$ cat src/rtl/dma_stream_ctrl.sv
// Descriptor-table sequencer for the read/write dma_streamer pair.
// It walks the enabled entries and supports abort, a per-descriptor watchdog and first-error capture.
package dma_stream_pkg;
  typedef struct packed {
    logic [31:0] src_addr;
    logic [31:0] dst_addr;
    logic [15:0] len;
  } s_dma_desc_t;

  typedef struct packed {
    logic        valid;
    logic [31:0] addr;
  } s_dma_error_t;
endpackage

module dma_stream_ctrl
  import dma_stream_pkg::*;
#(
  parameter int NUM_DESC  = 4,
  parameter int TIMEOUT_W = 16,
  localparam int IDX_W    = (NUM_DESC > 1) ? $clog2(NUM_DESC) : 1
) (
  input  logic                           clk,
  input  logic                           rstn,
  input  logic                           dma_go_i,
  input  logic                           dma_abort_i,
  input  s_dma_desc_t [NUM_DESC-1:0]     dma_desc_i,
  input  logic [NUM_DESC-1:0]            dma_desc_en_i,
  input  logic [TIMEOUT_W-1:0]           dma_timeout_i,
  output s_dma_desc_t                    dma_desc_o,
  output logic                           dma_rd_valid_o,
  output logic                           dma_wr_valid_o,
  input  logic                           dma_rd_done_i,
  input  logic                           dma_wr_done_i,
  input  s_dma_error_t                   dma_rd_err_i,
  input  s_dma_error_t                   dma_wr_err_i,
  output logic                           dma_active_o,
  output logic                           dma_done_o,
  output logic                           dma_abort_o,
  output s_dma_error_t                   dma_error_o,
  output logic                           dma_err_dir_o,
  output logic                           dma_timeout_o,
  output logic [IDX_W-1:0]               dma_desc_idx_o,
  output logic [2:0]                     dma_state_o
);

  typedef enum logic [2:0] {
    ST_IDLE  = 3'd0,
    ST_SEL   = 3'd1,
    ST_RUN   = 3'd2,
    ST_ABORT = 3'd3,
    ST_ERR   = 3'd4
  } state_t;

  // Handshake: each stream valid rises together with a freshly latched dma_desc_o and stays
  // high until that streamer's done pulse is sampled; done is a single-cycle pulse per descriptor.
  state_t               state_q, state_d;
  logic [IDX_W-1:0]     idx_q, idx_d;
  s_dma_desc_t          desc_q, desc_d;
  logic                 rd_valid_q, rd_valid_d;
  logic                 wr_valid_q, wr_valid_d;
  logic                 rd_seen_q, rd_seen_d;
  logic                 wr_seen_q, wr_seen_d;
  logic                 prev_rd_q, prev_wr_q;
  s_dma_error_t         err_q, err_d;
  logic                 err_dir_q, err_dir_d;
  logic                 tmo_q, tmo_d;
  logic [TIMEOUT_W-1:0] wd_q, wd_d;
  logic                 done_q, done_d;
  logic                 abort_q, abort_d;
  logic                 active_q;

  logic                 sel_found;
  logic [IDX_W-1:0]     sel_idx;
  logic [TIMEOUT_W-1:0] wd_inc;
  logic                 wd_hit;
  logic                 rd_rise, wr_rise;
  logic                 rd_all, wr_all;
  logic                 last_idx;

  // Lowest enabled entry at or above the current index; descending scan so the lowest wins.
  always_comb begin
    sel_found = 1'b0;
    sel_idx   = '0;
    for (int j = NUM_DESC - 1; j >= 0; j--) begin
      if (dma_desc_en_i[j] && (j >= int'(idx_q))) begin
        sel_found = 1'b1;
        sel_idx   = IDX_W'(j);
      end
    end
  end

  assign wd_inc   = (&wd_q) ? wd_q : wd_q + TIMEOUT_W'(1);
  assign wd_hit   = (dma_timeout_i != '0) && (wd_inc >= dma_timeout_i);
  assign rd_rise  = dma_rd_err_i.valid & ~prev_rd_q;
  assign wr_rise  = dma_wr_err_i.valid & ~prev_wr_q;
  assign rd_all   = rd_seen_q | dma_rd_done_i;
  assign wr_all   = wr_seen_q | dma_wr_done_i;
  assign last_idx = (idx_q == IDX_W'(NUM_DESC - 1));

  always_comb begin
    state_d    = state_q;
    idx_d      = idx_q;
    desc_d     = desc_q;
    rd_valid_d = 1'b0;
    wr_valid_d = 1'b0;
    rd_seen_d  = rd_seen_q;
    wr_seen_d  = wr_seen_q;
    err_d      = err_q;
    err_dir_d  = err_dir_q;
    tmo_d      = tmo_q;
    wd_d       = wd_q;
    done_d     = 1'b0;
    abort_d    = 1'b0;

    case (state_q)
      ST_IDLE: begin
        if (dma_go_i) begin
          state_d = ST_SEL;
          idx_d   = '0;
        end
      end

      ST_SEL: begin
        if (dma_abort_i) begin
          state_d = ST_IDLE;
          abort_d = 1'b1;
        end else if (sel_found) begin
          state_d    = ST_RUN;
          idx_d      = sel_idx;
          desc_d     = dma_desc_i[sel_idx];
          rd_valid_d = 1'b1;
          wr_valid_d = 1'b1;
          rd_seen_d  = 1'b0;
          wr_seen_d  = 1'b0;
          wd_d       = '0;
        end else begin
          state_d = ST_IDLE;
          done_d  = 1'b1;
        end
      end

      ST_RUN, ST_ABORT: begin
        wd_d = wd_inc;
        if (rd_rise || wr_rise) begin
          state_d = ST_ERR;
          if (!err_q.valid) begin
            err_d     = rd_rise ? dma_rd_err_i : dma_wr_err_i;
            err_dir_d = ~rd_rise;
          end
        end else if (wd_hit) begin
          state_d = ST_ERR;
          tmo_d   = 1'b1;
        end else if ((state_q == ST_RUN) && dma_abort_i) begin
          // Dones arriving with the abort still count, so the drain does not wait for them again.
          state_d   = ST_ABORT;
          rd_seen_d = rd_all;
          wr_seen_d = wr_all;
        end else begin
          rd_seen_d = rd_all;
          wr_seen_d = wr_all;
          if (state_q == ST_RUN) begin
            if (rd_all && wr_all) begin
              if (last_idx) begin
                state_d = ST_IDLE;
                done_d  = 1'b1;
              end else begin
                state_d = ST_SEL;
                idx_d   = idx_q + IDX_W'(1);
              end
            end else begin
              rd_valid_d = ~rd_all;
              wr_valid_d = ~wr_all;
            end
          end else if (rd_all && wr_all) begin
            state_d = ST_IDLE;
            abort_d = 1'b1;
          end
        end
      end

      ST_ERR: begin
        state_d = ST_ERR;
      end

      default: begin
        state_d = ST_IDLE;
      end
    endcase
  end

  always_ff @(posedge clk or negedge rstn) begin
    if (!rstn) begin
      state_q    <= ST_IDLE;
      idx_q      <= '0;
      desc_q     <= '0;
      rd_valid_q <= 1'b0;
      wr_valid_q <= 1'b0;
      rd_seen_q  <= 1'b0;
      wr_seen_q  <= 1'b0;
      prev_rd_q  <= 1'b0;
      prev_wr_q  <= 1'b0;
      err_q      <= '0;
      err_dir_q  <= 1'b0;
      tmo_q      <= 1'b0;
      wd_q       <= '0;
      done_q     <= 1'b0;
      abort_q    <= 1'b0;
      active_q   <= 1'b0;
    end else begin
      state_q    <= state_d;
      idx_q      <= idx_d;
      desc_q     <= desc_d;
      rd_valid_q <= rd_valid_d;
      wr_valid_q <= wr_valid_d;
      rd_seen_q  <= rd_seen_d;
      wr_seen_q  <= wr_seen_d;
      prev_rd_q  <= dma_rd_err_i.valid;
      prev_wr_q  <= dma_wr_err_i.valid;
      err_q      <= err_d;
      err_dir_q  <= err_dir_d;
      tmo_q      <= tmo_d;
      wd_q       <= wd_d;
      done_q     <= done_d;
      abort_q    <= abort_d;
      active_q   <= (state_d != ST_IDLE);
    end
  end

  assign dma_desc_o     = desc_q;
  assign dma_rd_valid_o = rd_valid_q;
  assign dma_wr_valid_o = wr_valid_q;
  assign dma_active_o   = active_q;
  assign dma_done_o     = done_q;
  assign dma_abort_o    = abort_q;
  assign dma_error_o    = err_q;
  assign dma_err_dir_o  = err_dir_q;
  assign dma_timeout_o  = tmo_q;
  assign dma_desc_idx_o = idx_q;
  assign dma_state_o    = state_q;

endmodule
$ cat config.mk
export PLATFORM = sky130hd
export DESIGN_NAME = dma_stream_ctrl
export DESIGN_NICKNAME = d
export VERILOG_FILES = /design/src/rtl/dma_stream_ctrl.sv
export SDC_FILE = /design/constraint.sdc
export NUM_CORES = 1
export LEC_CHECK = 0
export CAP_MARGIN = 20
export CORE_AREA = 5 5 207 209
export CTS_CLUSTER_SIZE = 8
export DETAILED_ROUTE_END_ITERATION = 8
export DIE_AREA = 0 0 212 214
export PLACE_DENSITY = 0.51
export SLEW_MARGIN = 40
export SYNTH_ARGS = -nofsm -noshare
export SYNTH_HDL_FRONTEND = slang
export SYNTH_SLANG_ARGS = --single-unit
$ cat constraint.sdc
create_clock -name clk -period 10.75 [get_ports clk]
set_input_delay 2.15 -clock clk [delete_from_list [all_inputs] [get_ports clk]]
set_output_delay 2.15 -clock clk [all_outputs]
set_load 0.05 [all_outputs]
Word level (Yosys, flattened, before mapping)
Cells that the tools add are included.
{ "word_totals": {"out_inout_bits": 125, "register_bits": 145, "inputBits": 412} }
{ "op_classes": {"n_mux": 75, "order_cmp": 5, "reduce_logical": 21, "bitwise_logic": 12, "eq_ne": 14, "add_sub_neg": 2} }
{ "op_table": {"columns": ["op", "count"], "rows": [
  ["$bmux W80 S2", 1],
  ["$mux W80", 1],
  ["$mux W33", 2],
  ["$mux W16", 3],
  ["$mux W1", 37],
  ["$pmux W16 S2", 1],
  ["$mux W2", 15],
  ["$mux W3", 7],
  ["$ne A2 B2 Y1 const B", 9],
  ["$add A16 B1 Y16 const B", 1],
  ["$ge A16 B16 Y1", 1],
  ["$reduce_and A16 Y1", 1],
  ["$reduce_bool A16 Y1", 1],
  ["$pmux W1 S2", 6],
  ["$pmux W3 S4", 1],
  ["$reduce_and A3 Y1", 4],
  ["$reduce_and A10 Y1", 1],
  ["$not A1 Y1", 8],
  ["$eq A3 B2 Y1 const B", 2],
  ["$logic_and A1 B1 Y1", 6],
  ["$pmux W2 S3", 1],
  ["$reduce_bool A3 Y1", 2],
  ["$reduce_and A5 Y1", 1],
  ["$ge A1 B2 Y1 const A", 2],
  ["13 further kinds", 15]
]} }

Depth between registers and ports, before layout
Gate-level depths: netlist of run 1.
{ "logic_depth": {"word_depth": 9, "depth_mapped": 14, "mapped_depth_nobuf": 13} }

Worst setup path before layout of run 1
No wires, ideal clock.
{ "synth_timing": {"path_type": "input port to flip-flop", "startpoint": "input port dma_timeout_i[1]", "endpoint": "register idx_q[0] (netlist: dma_desc_idx_o[0])", "arrival_time_ns": 3.854, "setup_time_ns": 0.120, "slack_ns": 6.776, "required_time_ns": 10.630, "stages": 8, "cell_sequence": "inv_1 > ha_1 > nor2b_1 > o211a_1 > o311ai_1 > a31oi_1 > or4_1 > o211a_1"} }
{ "synth_between": {"elab_chain_len": 4} }
{ "synth_rtl": {"columns": ["item", "line", "rtl"], "rows": [
  ["from (decl)", "29", "input logic [TIMEOUT_W-1:0] dma_timeout_i,"],
  ["$ge A16 B16 Y1 or $reduce_bool A16 Y1 (tied branches)", "94", "assign wd_hit = (dma_timeout_i != '0) && (wd_inc >= dma_timeout_i);"],
  ["$logic_and A1 B1 Y1 *", "94", null],
  ["$ne A2 B2 Y1 (no source line) *", null, null],
  ["$reduce_and A10 Y1 (no source line) *", null, null],
  ["to (signal assigned)", "212", "idx_q <= idx_d;"],
  ["to (decl)", "58", "logic [IDX_W-1:0] idx_q, idx_d;"]
]} }
Mark *: on every way between the ends. The rest lies on a longest branch, timed or not.
A chain may end at the register's enable or synchronous reset.

Worst setup path after layout of run 1
{ "layout_timing": {"startpoint": "input port dma_desc_en_i[0]", "endpoint": "register wd_q[0]"} }
{ "layout_between": {"elab_chain_len": 4} }
{ "layout_rtl": {"columns": ["item", "line", "rtl"], "rows": [
  ["from (decl)", "28", "input logic [NUM_DESC-1:0] dma_desc_en_i,"],
  ["$logic_and A1 B1 Y1", "86", "if (dma_desc_en_i[j] && (j >= int'(idx_q))) begin"],
  ["$mux W1", "86", null],
  ["$ne A2 B2 Y1 (no source line)", null, null],
  ["$reduce_and A3 Y1 (no source line)", null, null],
  ["to (signal assigned)", "223", "wd_q <= wd_d;"],
  ["to (decl)", "68", "logic [TIMEOUT_W-1:0] wd_q, wd_d;"]
]} }
No other way between the ends.

==> metrics.txt, run 1 <==
WS Path Type=primary input to register; Final period util=44.46%; sequential cell area=3628 um2; Die X=212 um; pwr dens=276.4 nW/um2; clock sinks=145; post-CTS resize count=0; share of layout cells above drive strength 1=4.023%; relative max-transition margin=43.71%; ANT cells=0; top cells by area, synth=dfrtp_1 42%, nand2_1 12%, o221ai_1 8.2%, nand3_1 5.1%, mux2i_1 3.9%; synthesized area per cell=8.239 um2; Post-synth EDFFs=0; Synth top area share=42.30%; placed wire-length estimate=32940 um; final hold slack=0.4762 ns; unrepaired setup endpoints after global routing=false; CP Capture Type=register; clock slew at reported path FFs=0.06 ns; element type at the critical path start=primary input; Placement Rows=74; Final ANT Viol Nets=0; per-cell routed wire length=20.03 um; mapped cell area=8577 um2; gr usage total=17.44%; Initial Util=21.10%; status=completed; Final GP Congestion=0.8153; worst vdd ir=0.09539 mV; Setup Buffers After CTS=0; Leak Pwr=6.197 nW; area grow syn2layout=76.06%; post-layout util=37.15%; ys async rst share=100.0%; Net Count, Synth=1474; largest net degree at the start of global routing=90; Seq cells post-synth=145; final WL=41520 um; Hold Path Class=register to register; skew final=0.009253 ns; vias in the first global route=9807; CTS Buffer Depth=2; worst skew pair latency=0.43 ns; DRT iter0 DRCs=605; Seq/Total Area, Yosys=42.30%; DRC Markers=0; WP data arrival=5.15 ns; # IOs=537; CTS tree=yes; worst path bufs/invs=3; fin. max-slew vios=0; first-pass GRT wire length=60690 um; PortBufs=536; Crit Path Max Fanout=89; H-tree levels=4; final hold violation count=0; DR vias=9621; synth unique cells=59; grt total ovfl=0; setup TNS=0 ns; worst endpoint required time=11.12 ns; Multi-input gate area=4581 um2; root buffer cell=clkbuf_16; initial antenna violation count=1; die height=214 um; Setup violations, final=0; core area=40650 um2; largest area contributor in the netlist=dfrtp_1; CP cell instances=clkdlybuf4s50_1, and2_0, a2111oi_2, or3_4, buf_12, buf_6, nand2_8, o21ai_2, mux2_2; First-pass DRT Iterations=5; routed vias/inst=4.641; CTS Buf Count=17; Largest delay share family, worst path=buffers and inverters; fin crit period=4.779 ns; full die area=45370 um2; number of fillers in the final layout=4195; Hold-fix buffers, CTS=0; maxcap violations=0; Slowest cell on crit path=a2111oi_2; Fmax=0.2092 GHz; Ys Warns=0; max incr delay on CP=0.57 ns; Least-Margin Pin Slew=0.8443 ns; Post-Syn Instances=1041; nets=1961; ys flop type=dfrtp_1
through the flow:
step           total power, mW  std cells  worst slack [ns]  instance area [um2]
6_report                 4.173       2073             5.971                15100
3_3_place_gp             3.532       2039             5.286                14390
4_1_cts                  4.241       2072             5.657                15070
3_5_place_dp             3.560       2040             5.186                14420
5_1_grt                  4.423       2073             5.748                15100
2_1_floorplan            2.537       1041             6.776                 8577
flip-flops by register name, indices dropped and copies added, names as in the netlist, 2 cells and up:
name and cells:
dma_desc_o 80, wd_q 16, dma_error_o 33, dma_desc_idx_o 2, dma_state_o 3
routing by layer:
layer / share of wire [%] / routed length [um] / GRT usage [%] / up-vias
li1: - / - / - / 4725
met4: 1.4 / 567 / 4.037 / 0
met2: 50 / 20910 / 30.89 / 398
met3: 7.5 / 3127 / 4.579 / 32
met5: 0 / 0 / 0 / -
met1: 41 / 16910 / 21.09 / 4466
power by group:
group	switching [mW]	leakage, nW	total, mW	internal [mW]
Clock	0.244	0.316	0.658	0.415
Combinational	1.69	4.09	2.56	0.873
Sequential	0.163	1.79	0.954	0.791
worst paths after layout:
| check | start | end | slack (ns) | depth (start not counted) |
|---|---|---|---|---|
| min reg2reg | dma_desc_o[35] | dma_desc_o[35] | 0.48 | 2 |
| max | dma_desc_en_i[0] | wd_q[0] | 5.97 | 9 |
| max in group asynchronous | rstn | dma_desc_o[30] | 7.84 | 2 |
| max reg2reg | wd_q[0] | dma_desc_idx_o[0] | 6.60 | 13 |
| min in group asynchronous | rstn | dma_error_o[2] | 1.73 | 1 |
| min | dma_desc_o[35] | dma_desc_o[35] | 0.48 | 2 |
worst register-to-register path: stages (launching register included):
cell and delay [ns]:
dfrtp_1 0.43, ha_1 0.31, nand4_1 0.24, nor3b_1 0.52
and2_1 0.30, a21oi_1 0.09, a31oi_1 0.26, ha_1 0.19
nand4_1 0.10, nor3_1 0.35, o311ai_1 0.19, a31oi_1 0.59
a221oi_1 0.21, o211a_1 0.26
layout make-up:
cell class | count | area share [%]
Tap cell | 532 | 4.408
Multi-Input combinational cell | 793 | 30.33
Clock inverter | 11 | 1.135
Sequential cell | 145 | 24.03
Timing Repair Buffer | 547 | 36.32
Inverter | 24 | 0.5966
Clock buffer | 21 | 3.182
synthesized netlist by cell type (all sizes together) (3+ instances only):
master / number
a21o: 3
a21oi: 51
a221oi: 3
a22o: 3
a311oi: 4
a31oi: 12
a41oi: 3
and2: 4
and3: 4
buf: 17
clkbuf: 62
dfrtp: 145
ha: 21
inv: 24
mux2i: 33
nand2: 264
nand2b: 7
nand3: 87
nand4: 10
nor2: 50
nor2b: 7
nor3: 8
nor4: 5
o21ai: 92
o221ai: 80
o22ai: 3
or3: 3
xnor2: 8
xor2: 3
layout by cell type (no fill, tap or decap), types with 4 or more instances in the layout:
cell type        instances
a21oi_1                 51
nor3_1                   6
nor4_1                   5
buf_4                    7
ha_1                    21
dfrtp_1                145
clkdlybuf4s50_1        535
nor2b_1                  6
nor2_1                  49
nand3_1                 87
mux2i_1                 33
bufinv_16                4
nand4_1                 10
xnor2_1                  8
and3_1                   4
clkbuf_8                 5
a31oi_1                 11
inv_1                   23
clkbuf_16               17
a311oi_1                 4
nand2b_1                 7
o21ai_1                 39
nand2_1                262
o21ai_0                 52
o221ai_1                80
cells by family after synthesis:
logic type,Yosys count,synth area share (%)
and+or+nand+nor,454,22.98
adders and majority gates,21,3.063
xor gates and xnor gates,11,1.123
AOI/OAI and AO/OA,272,21.21
buffers and inverters,103,5.208
muxes,35,4.114
DFF,145,42.30
No activity file was read; power rests on OpenSTA's default activity.
==> run 2, diff against run 1 <==
Settings changed: CORE_AREA 5 5 207 209 to 5 5 208 210, DIE_AREA 0 0 212 214 to 0 0 213 215.
Clock period 10.75 ns to 4.9 ns, I/O delays scaled along.
==> metrics.txt, run 2 (same netlist as run 1, synthesis figures left out) <==
DRT iter0 DRCs=555; full die area=45800 um2; clock sinks=145; initial antenna violation count=3; ANT cells=0; root buffer cell=clkbuf_16; Crit Path Max Fanout=16; net switching power=4.610 mW; status=completed; vias in the first global route=9921; final hold violation count=0; Hold Path Class=register to register; placed wire-length estimate=31920 um; Hold-fix buffers, CTS=0; number of fillers in the final layout=4284; WS Path Type=register to register; fin. max-slew vios=0; First-pass DRT Iterations=7; unrepaired setup endpoints after global routing=false; share of layout cells above drive strength 1=4.210%; CTS Buf Count=17; WP data arrival=4.27 ns; Net Sw Frac=50.70%; Setup Buffers After CTS=0; register share of total power=23.1%; Initial Util=20.73%; post-layout util=36.45%; Final GP Congestion=0.8918; CTS Buffer Depth=2; largest net degree at the start of global routing=92; first-pass GRT wire length=60850 um; clock slew at reported path FFs=0.06 ns; H-tree levels=4; routed vias/inst=4.632; Leak Pwr=6.197 nW; area grow syn2layout=75.89%; nets=1964; worst endpoint required time=5.22 ns; DR vias=9649; Fmax=0.2531 GHz; maxcap violations=0; grt total ovfl=0; core area=41380 um2; Final period util=80.63%; Clock power frac=15.1%; Die X=213 um; worst skew pair latency=0.43 ns; Placement Rows=75; max reg flops=80; CP Capture Type=register; commonest non-fill, non-tap cell in the layout=clkdlybuf4s50_1; Least-Margin Pin Slew=0.7607 ns; setup TNS=0 ns; R2R Setup Slk=0.95 ns; CTS tree=yes; element type at the critical path start=register; DRC Markers=0; worst vdd ir=0.2671 mV; relative max-transition margin=48.82%; die height=215 um; final WL=41150 um; PortBufs=536; skew final=0.007603 ns; post-CTS resize count=0; cell-internal power=4.483 mW; most frequent cells in the layout=535 x clkdlybuf4s50_1, 262 x nand2_1, 145 x dfrtp_1; fin crit period=3.951 ns; pwr dens=602.8 nW/um2; gr usage total=17.30%; per-cell routed wire length=19.75 um; Final ANT Viol Nets=0; # IOs=537; Setup violations, final=0; Logic pwr share=61.8%
==> run 2: layout make-up <==
cell class              instances  area [um2]  area share [%]
repair buffers                550        5512           36.53
multi-input cells             793        4571           30.30
flip-flops and latches        145        3628           24.05
clock buffers                  19       452.9           3.002
inverters                      24       90.09          0.5972
well taps                     539       674.4           4.470
clock inverters                13       157.7           1.045
==> run 2: worst paths after layout <==
check | cells after the start | from | end
min reg2reg | 2 | dma_desc_o[44] | dma_desc_o[44]
min | 2 | dma_desc_o[44] | dma_desc_o[44]
max reg2reg | 11 | wd_q[0] | dma_desc_idx_o[0]
max in group asynchronous | 2 | rstn | dma_desc_o[73]
min in group asynchronous | 1 | rstn | dma_error_o[14]
max | 11 | wd_q[0] | dma_desc_idx_o[0]
==> run 2: worst max-delay path: stages, from the launching register on <==
cell and delay, ns:
dfrtp_1 0.43, ha_1 0.31, nand4_1 0.20, nand2b_1 0.56
mux2_2 0.41, ha_1 0.28, nor2b_1 0.13, o211a_1 0.20
o311ai_1 0.29, a31oi_1 0.29, or4_1 0.59, o211a_1 0.14
==> run 2: power groups by stage <==
stage                     combinational (mW)  clock [mW]  sequential (mW)
final                                   5.62        1.37             2.10
after global routing                    6.02        1.47             2.17
after CTS                               5.71        1.42             2.10
after detailed placement                5.70           0             2.11
after global placement                  5.66           0             2.10
after floorplan                         1.78           0             3.78
==> run 2: metal layers <==
metal | up-vias | global-route usage (%) | wire (um)
met3 | 42 | 5.761 | 3506
met2 | 404 | 30.22 | 20470
met5 | - | 0 | 49
li1 | 4725 | - | -
met4 | 6 | 4.096 | 793
met1 | 4472 | 20.46 | 16330
==> run 2: per-stage QoR <==
step | total power, mW | instances | setup WS [ns] | hold WS (ns) | cell area (um2)
detailed placement | 7.814 | 2050 | 0.9667 | 0.4696 | 14450
floorplan | 5.565 | 1041 | 1.379 | 0.4765 | 8577
global placement | 7.756 | 2050 | 1.082 | 0.4627 | 14440
global route | 9.663 | 2083 | 0.6306 | 0.4990 | 15090
CTS | 9.234 | 2082 | 0.9400 | 0.4848 | 15060
finish | 9.093 | 2083 | 0.9489 | 0.4773 | 15090
